===== src/rtl/pc_write_ctrl_pkg.sv =====
// Shared encodings for the multicycle PC-update controller and the instruction decoder.
package pc_write_ctrl_pkg;

  localparam int unsigned Width = 32;

  typedef enum logic [2:0] {
    StIf     = 3'd0,
    StId     = 3'd1,
    StEx     = 3'd2,
    StMem    = 3'd3,
    StWb     = 3'd4,
    StHalted = 3'd5
  } state_e;

  typedef enum logic [2:0] {
    OpAlu     = 3'd0,
    OpLoad    = 3'd1,
    OpStore   = 3'd2,
    OpBranch  = 3'd3,
    OpJump    = 3'd4,
    OpJr      = 3'd5,
    OpHalt    = 3'd6,
    OpIllegal = 3'd7
  } op_class_e;

  // J-format target: upper nibble of the sequential PC, word-aligned field.
  function automatic logic [Width-1:0] jump_addr(logic [Width-1:0] pc_plus4,
                                                 logic [25:0] target);
    return {pc_plus4[31:28], target, 2'b00};
  endfunction

endpackage


===== src/rtl/pc_write_ctrl_if.sv =====
// Decoder/datapath-facing bus of the PC-update controller.
interface pc_write_ctrl_if;
  import pc_write_ctrl_pkg::*;

  logic [Width-1:0] cur_pc;
  logic             mem_ready;
  logic [2:0]       op_class;
  logic             branch_cond;
  logic [Width-1:0] imm_ext;
  logic [25:0]      jump_target;
  logic [Width-1:0] rs_val;
  logic             w_pc;
  logic [Width-1:0] in_pc;
  logic             ir_write;
  logic [2:0]       state;
  logic             halted;

  modport master (
    input  cur_pc, mem_ready, op_class, branch_cond, imm_ext, jump_target, rs_val,
    output w_pc, in_pc, ir_write, state, halted
  );

  modport slave (
    output cur_pc, mem_ready, op_class, branch_cond, imm_ext, jump_target, rs_val,
    input  w_pc, in_pc, ir_write, state, halted
  );

endinterface


===== src/rtl/pc_write_ctrl.sv =====
// Multicycle PC-update controller: sequences IF/ID/EX/MEM/WB and drives the PC write port.
module pc_write_ctrl
  import pc_write_ctrl_pkg::*;
(
  input  logic             CLK,
  input  logic             reset_n,
  pc_write_ctrl_if.master  pc_bus
);

  state_e           state_q, state_d;
  logic [Width-1:0] pc_plus4_q, pc_plus4_d;
  logic [Width-1:0] seq_pc;
  logic [Width-1:0] in_pc;
  logic             w_pc;
  logic             ir_write;
  op_class_e        op;

  assign seq_pc = pc_bus.cur_pc + 32'd4;
  assign op     = op_class_e'(pc_bus.op_class);

  always_comb begin
    state_d    = state_q;
    pc_plus4_d = pc_plus4_q;
    w_pc       = 1'b0;
    ir_write   = 1'b0;
    in_pc      = '0;
    case (state_q)
      StIf: begin
        if (pc_bus.mem_ready) begin
          ir_write   = 1'b1;
          w_pc       = 1'b1;
          in_pc      = seq_pc;
          pc_plus4_d = seq_pc;
          state_d    = StId;
        end
      end
      StId: begin
        case (op)
          OpJump: begin
            w_pc    = 1'b1;
            in_pc   = jump_addr(pc_plus4_q, pc_bus.jump_target);
            state_d = StIf;
          end
          OpJr: begin
            w_pc    = 1'b1;
            in_pc   = pc_bus.rs_val;
            state_d = StIf;
          end
          OpHalt:    state_d = StHalted;
          OpIllegal: state_d = StIf;
          default:   state_d = StEx;
        endcase
      end
      StEx: begin
        case (op)
          OpBranch: begin
            if (pc_bus.branch_cond) begin
              w_pc  = 1'b1;
              in_pc = pc_plus4_q + (pc_bus.imm_ext << 2);
            end
            state_d = StIf;
          end
          OpAlu:           state_d = StWb;
          OpLoad, OpStore: state_d = StMem;
          default:         state_d = StIf;
        endcase
      end
      StMem: begin
        if (pc_bus.mem_ready) begin
          state_d = (op == OpLoad) ? StWb : StIf;
        end
      end
      StWb:     state_d = StIf;
      StHalted: state_d = StHalted;
      default:  state_d = StIf;
    endcase
  end

  always_ff @(posedge CLK or negedge reset_n) begin
    if (!reset_n) begin
      state_q    <= StIf;
      pc_plus4_q <= '0;
    end else begin
      state_q    <= state_d;
      pc_plus4_q <= pc_plus4_d;
    end
  end

  // Strobes are gated by reset so an aborted instruction can never write the PC.
  assign pc_bus.w_pc     = w_pc & reset_n;
  assign pc_bus.ir_write = ir_write & reset_n;
  assign pc_bus.in_pc    = reset_n ? in_pc : '0;
  assign pc_bus.state    = state_q;
  assign pc_bus.halted   = (state_q == StHalted);

endmodule


===== src/flat_wrapper.sv =====
// flat-port wrapper written by rule: the top's interface ports become plain ports
module pc_write_ctrl_flat import pc_write_ctrl_pkg::*;
  (CLK, reset_n, pc_bus_cur_pc, pc_bus_mem_ready, pc_bus_op_class, pc_bus_branch_cond, pc_bus_imm_ext, pc_bus_jump_target, pc_bus_rs_val, pc_bus_w_pc, pc_bus_in_pc, pc_bus_ir_write, pc_bus_state, pc_bus_halted);
  pc_write_ctrl_if pc_bus_i ();
  input  logic CLK;
  input  logic reset_n;
  input wire logic [$bits(pc_bus_i.cur_pc)-1:0] pc_bus_cur_pc;
  input wire logic [$bits(pc_bus_i.mem_ready)-1:0] pc_bus_mem_ready;
  input wire logic [$bits(pc_bus_i.op_class)-1:0] pc_bus_op_class;
  input wire logic [$bits(pc_bus_i.branch_cond)-1:0] pc_bus_branch_cond;
  input wire logic [$bits(pc_bus_i.imm_ext)-1:0] pc_bus_imm_ext;
  input wire logic [$bits(pc_bus_i.jump_target)-1:0] pc_bus_jump_target;
  input wire logic [$bits(pc_bus_i.rs_val)-1:0] pc_bus_rs_val;
  output wire logic [$bits(pc_bus_i.w_pc)-1:0] pc_bus_w_pc;
  output wire logic [$bits(pc_bus_i.in_pc)-1:0] pc_bus_in_pc;
  output wire logic [$bits(pc_bus_i.ir_write)-1:0] pc_bus_ir_write;
  output wire logic [$bits(pc_bus_i.state)-1:0] pc_bus_state;
  output wire logic [$bits(pc_bus_i.halted)-1:0] pc_bus_halted;
  assign pc_bus_i.cur_pc = pc_bus_cur_pc;
  assign pc_bus_i.mem_ready = pc_bus_mem_ready;
  assign pc_bus_i.op_class = pc_bus_op_class;
  assign pc_bus_i.branch_cond = pc_bus_branch_cond;
  assign pc_bus_i.imm_ext = pc_bus_imm_ext;
  assign pc_bus_i.jump_target = pc_bus_jump_target;
  assign pc_bus_i.rs_val = pc_bus_rs_val;
  assign pc_bus_w_pc = pc_bus_i.w_pc;
  assign pc_bus_in_pc = pc_bus_i.in_pc;
  assign pc_bus_ir_write = pc_bus_i.ir_write;
  assign pc_bus_state = pc_bus_i.state;
  assign pc_bus_halted = pc_bus_i.halted;
  pc_write_ctrl u_core (.CLK(CLK), .reset_n(reset_n), .pc_bus(pc_bus_i));
endmodule

===== config.mk =====
export PLATFORM = sky130hd
export DESIGN_NAME = pc_write_ctrl_flat
export DESIGN_NICKNAME = d
export VERILOG_FILES = /design/src/rtl/pc_write_ctrl_pkg.sv /design/src/rtl/pc_write_ctrl_if.sv /design/src/rtl/pc_write_ctrl.sv /design/src/flat_wrapper.sv
export SDC_FILE = /design/constraint.sdc
export NUM_CORES = 1
export LEC_CHECK = 0
export CAP_MARGIN = 20
export CELL_PAD_IN_SITES_DETAIL_PLACEMENT = 0
export CELL_PAD_IN_SITES_GLOBAL_PLACEMENT = 2
export CORE_UTILIZATION = 26
export DETAILED_ROUTE_END_ITERATION = 8
export GPL_ROUTABILITY_DRIVEN = 0
export PLACE_DENSITY = 0.93
export SKIP_LAST_GASP = 1
export SLEW_MARGIN = 20
export SYNTH_ARGS = -nofsm -noshare
export SYNTH_HDL_FRONTEND = slang
export SYNTH_SLANG_ARGS = --single-unit

===== constraint.sdc =====
create_clock -name CLK -period 8.3 [get_ports CLK]
set_clock_uncertainty 0.05 [all_clocks]
set_input_delay 1.66 -clock CLK [delete_from_list [all_inputs] [get_ports CLK]]
set_output_delay 1.66 -clock CLK [all_outputs]
set_load 0.01 [all_outputs]

==> run summary <==
Rel. slew slack -> 39.3%
Net Count, Synth -> 739
Mapped Avg Cell Area -> 7.41 um^2
Final worst path period share -> 81.0%
HPWL after DPL -> 13.0 mm
Ys flop type -> dfrtp_1
Placed cell areas -> 0.00616 mm^2
Clock Tree Root -> clkbuf_16
WHS Endpoint -> u_core.pc_plus4_q[12]$_DFFE_PN0P_
Vias per cell -> 5.20
Die height -> 130 um
Metal-1 WL -> 7.51 mm
VDD IR max -> 102 uV
Clock sink count -> 35
Sequential fraction of the synthesis area -> 20.4%
Slew Viols, Final -> 0
Row count -> 46
Crit Path Max Fanout -> 5
FF-to-FF End -> u_core.pc_plus4_q[5]$_DFFE_PN0P_
Top Family by Delay on Critical Path -> compound AO/OA/AOI/OAI gates
Layout area overhead -> 46.9%
First-pass GRT wire length -> 25.9 mm
TNS Setup -> 0 ns
Initial antenna violation count -> 0
Total GRT Usage -> 19.7%
Critical Path Sink Type -> output pin
Die area -> 0.0170 mm^2
Worst skew pair latency -> 0.29 ns
Worst setup SP type -> primary input
Synth Cell Area -> 0.00429 mm^2
Yosys reg bits -> 35
Layout cell share with drive strength beyond 1 -> 4.25%
Outcome -> finished clean
Post-synth cell types -> 58
Crit. Startpoint -> pc_bus_imm_ext[4]
1st-iter DRT viols -> 288
Ranking of synthesized cells by area -> dfrtp_1 (20%), ha_1 (8.7%), nand2_1 (6.6%)
Vias -> 4913
Uppermost layer routed -> met4
Final instance area -> 0.00630 mm^2
Area share of the largest cell type after synthesis -> 20.4%
Leak pwr -> 0.00260 uW
Vias in the first global route -> 4896
Post-CTS Hold Buffers -> 0
CTS-repair resized insts -> 0
CTS Buffer Depth -> 2
Ports -> 167
R2R Path Start -> u_core.pc_bus.state[2]$_DFFE_PN0P_
R2R depth -> 6
Total core area -> 0.0160 mm^2
Drt wl/cell -> 17.6 um
Met3 WL -> 911 um
Slack of the worst reg-to-reg path -> 6.65 ns
Most frequent CP cell -> clkdlybuf4s50_1
Pre-Repair DR Iteration Count -> 4
Async SR Flop Fraction -> 100%
Synth warn -> 0
Cell count after synthesis -> 579
CTS tree -> built
Crit Path Category -> in -> out
Detailed-route DRC error count -> 0
Final Non-Filler Cells -> 945
Max Cap Violations -> 0
Number of setup buffers added after CTS -> 0
Clock transition at path regs -> 0.06 ns
Total CTS buffers -> 5
Worst-Margin Slew -> 0.908 ns
Buf/Inv on CP -> 2
Post-route setup slack -> 1.58 ns
Post-placement cell count -> 937
Min Hold Slack -> 0.431 ns
Largest area contributor in the netlist -> dfrtp_1
Power Density -> 252 mW/mm^2
Max Clock Freq -> 149 MHz
CP max-delay cell -> clkdlybuf4s50_1
WL final -> 16.6 mm
Dpl ws -> 1.59 ns
Worst Hold Class -> reg -> reg
CP arrival -> 5.01 ns
Fillers -> 1703
Total gr overflow -> 0
Antenna diode count -> 0
RSZ-0062 raised after global routing -> false
Hold Path Stages -> 2
CP peak stage delay -> 0.61 ns
Net count reported at finish -> 888
Min-delay src -> u_core.pc_plus4_q[12]$_DFFE_PN0P_
Critical Path, Cell by Cell -> clkdlybuf4s50_1 > ha_1 > and3_1 > a221o_1 > o21a_2 > a311oi_4 > a211oi_2 > nor2_1 > xor2_1 > o221ai_1 > clkdlybuf4s50_1
Starting Density -> 26.8%
Post-synth EDFFs -> 0
Die Wd -> 130 um
Largest net degree at the start of global routing -> 38
Final setup violation count -> 0
Antenna-violating nets left -> 0
Final min period -> 6.72 ns
Met2 routed WL -> 8.08 mm
Final hold vios -> 0
WP data required -> 6.59 ns
Port bufs -> 164
H-tree levels -> 2
## area by class of cell
type	instances	area [um^2]	area share [%]
Clock buffer	6	129	2.04
Clock inverter	2	12.5	0.198
Inverter	11	41.3	0.655
Multi-Input combinational cell	504	3290	52.1
Sequential cell	35	876	13.9
Tap cell	216	270	4.29
Timing Repair Buffer	171	1690	26.8
## worst max path at each step
stage	end	slack [ns]	cells after the start
final	pc_bus_in_pc[23]	1.58	11
after detailed placement	pc_bus_in_pc[26]	1.59	13
after global routing	pc_bus_in_pc[30]	1.33	13
after CTS	pc_bus_in_pc[30]	1.56	13
after floorplan	pc_bus_in_pc[23]	2.87	9
after global placement	pc_bus_in_pc[23]	1.62	11
## flip-flops by register name, summed over array words and instances (netlist names)
register,count
u_core.pc_bus.state,3
u_core.pc_plus4_q,32
## cells in the mapped netlist (4+ instances only)
cell type and instances:
xnor2_1 24, nor4_1 5, nor2b_1 6, nand2_1 75, nand3_1 18, clkbuf_1 27
dfrtp_1 35, a21oi_1 48, a22oi_1 20, and2_1 4, nand2b_1 9, a21o_1 32
inv_1 11, and3_1 8, xor2_1 28, ha_1 30, o21ai_1 7, a31oi_1 8
nor2_1 63, o22ai_1 15, o21ai_0 30, and4_1 6, a22o_1 13, nand4_1 9
## stage by stage
stage | utilization [%] | total power, uW
after floorplan | - | 1050
after global placement | 38.5 | 1370
after detailed placement | 38.5 | 1390
after CTS | 39.4 | 1590
after global routing | 39.4 | 1730
final | 39.4 | 1590
## metal layers
| metal | vias to the layer above | global-route usage [%] |
|---|---|---|
| met2 | 146 | 34.9 |
| met5 | - | 0 |
| met1 | 2328 | 25.5 |
| met3 | 9 | 2.93 |
| li1 | 2430 | - |
| met4 | 0 | 3.85 |
## worst register-to-register path, stage by stage (launching register included)
cell and delay [ns]:
dfrtp_1 0.49, nor2_1 0.26, inv_1 0.11, nor3b_2 0.19
buf_4 0.27, nand2_1 0.14, nand2_1 0.08
## where the power goes
group          total (uW)  switching, uW  internal [uW]
Sequential            316           64.1            252
Combinational        1070            596            479
Clock                 195           83.8            111
Total                1590            744            842
## cells in the final DEF (no fill, tap or decap), types with 4 or more instances in the layout
cell type / Yosys / final
a21oi_1: 48 / 48
nand2b_1: 9 / 9
clkbuf_16: 0 / 5
o22ai_1: 15 / 15
nand3_1: 18 / 18
nand4_1: 9 / 9
nor4_1: 5 / 5
clkdlybuf4s50_1: 0 / 163
dfrtp_1: 35 / 35
ha_1: 30 / 30
and2_1: 4 / 4
xor2_1: 28 / 28
nand2_1: 75 / 75
o21ai_1: 7 / 7
and4_1: 6 / 6
and3_1: 8 / 8
xnor2_1: 24 / 24
nor2_1: 63 / 61
a22o_1: 13 / 13
a21o_1: 32 / 32
o21ai_0: 30 / 30
a31oi_1: 8 / 8
buf_4: 1 / 7
inv_1: 11 / 11
a22oi_1: 20 / 20
nor2b_1: 6 / 6
## cell families (layout without fill, tap and decap cells)
group | Yosys count | after routing | synth area share (%)
AND/OR/NAND/NOR | 214 | 214 | 23.4
AO/OA/AOI/OAI | 204 | 204 | 32.1
XOR/XNOR | 52 | 52 | 10.6
buffers and inverters | 40 | 190 | 3.59
flip-flops | 35 | 35 | 20.4
adder cells (fa/ha/maj) | 31 | 31 | 9.22
multiplexers | 3 | 3 | 0.700
Power figures use the tool's default switching activity.
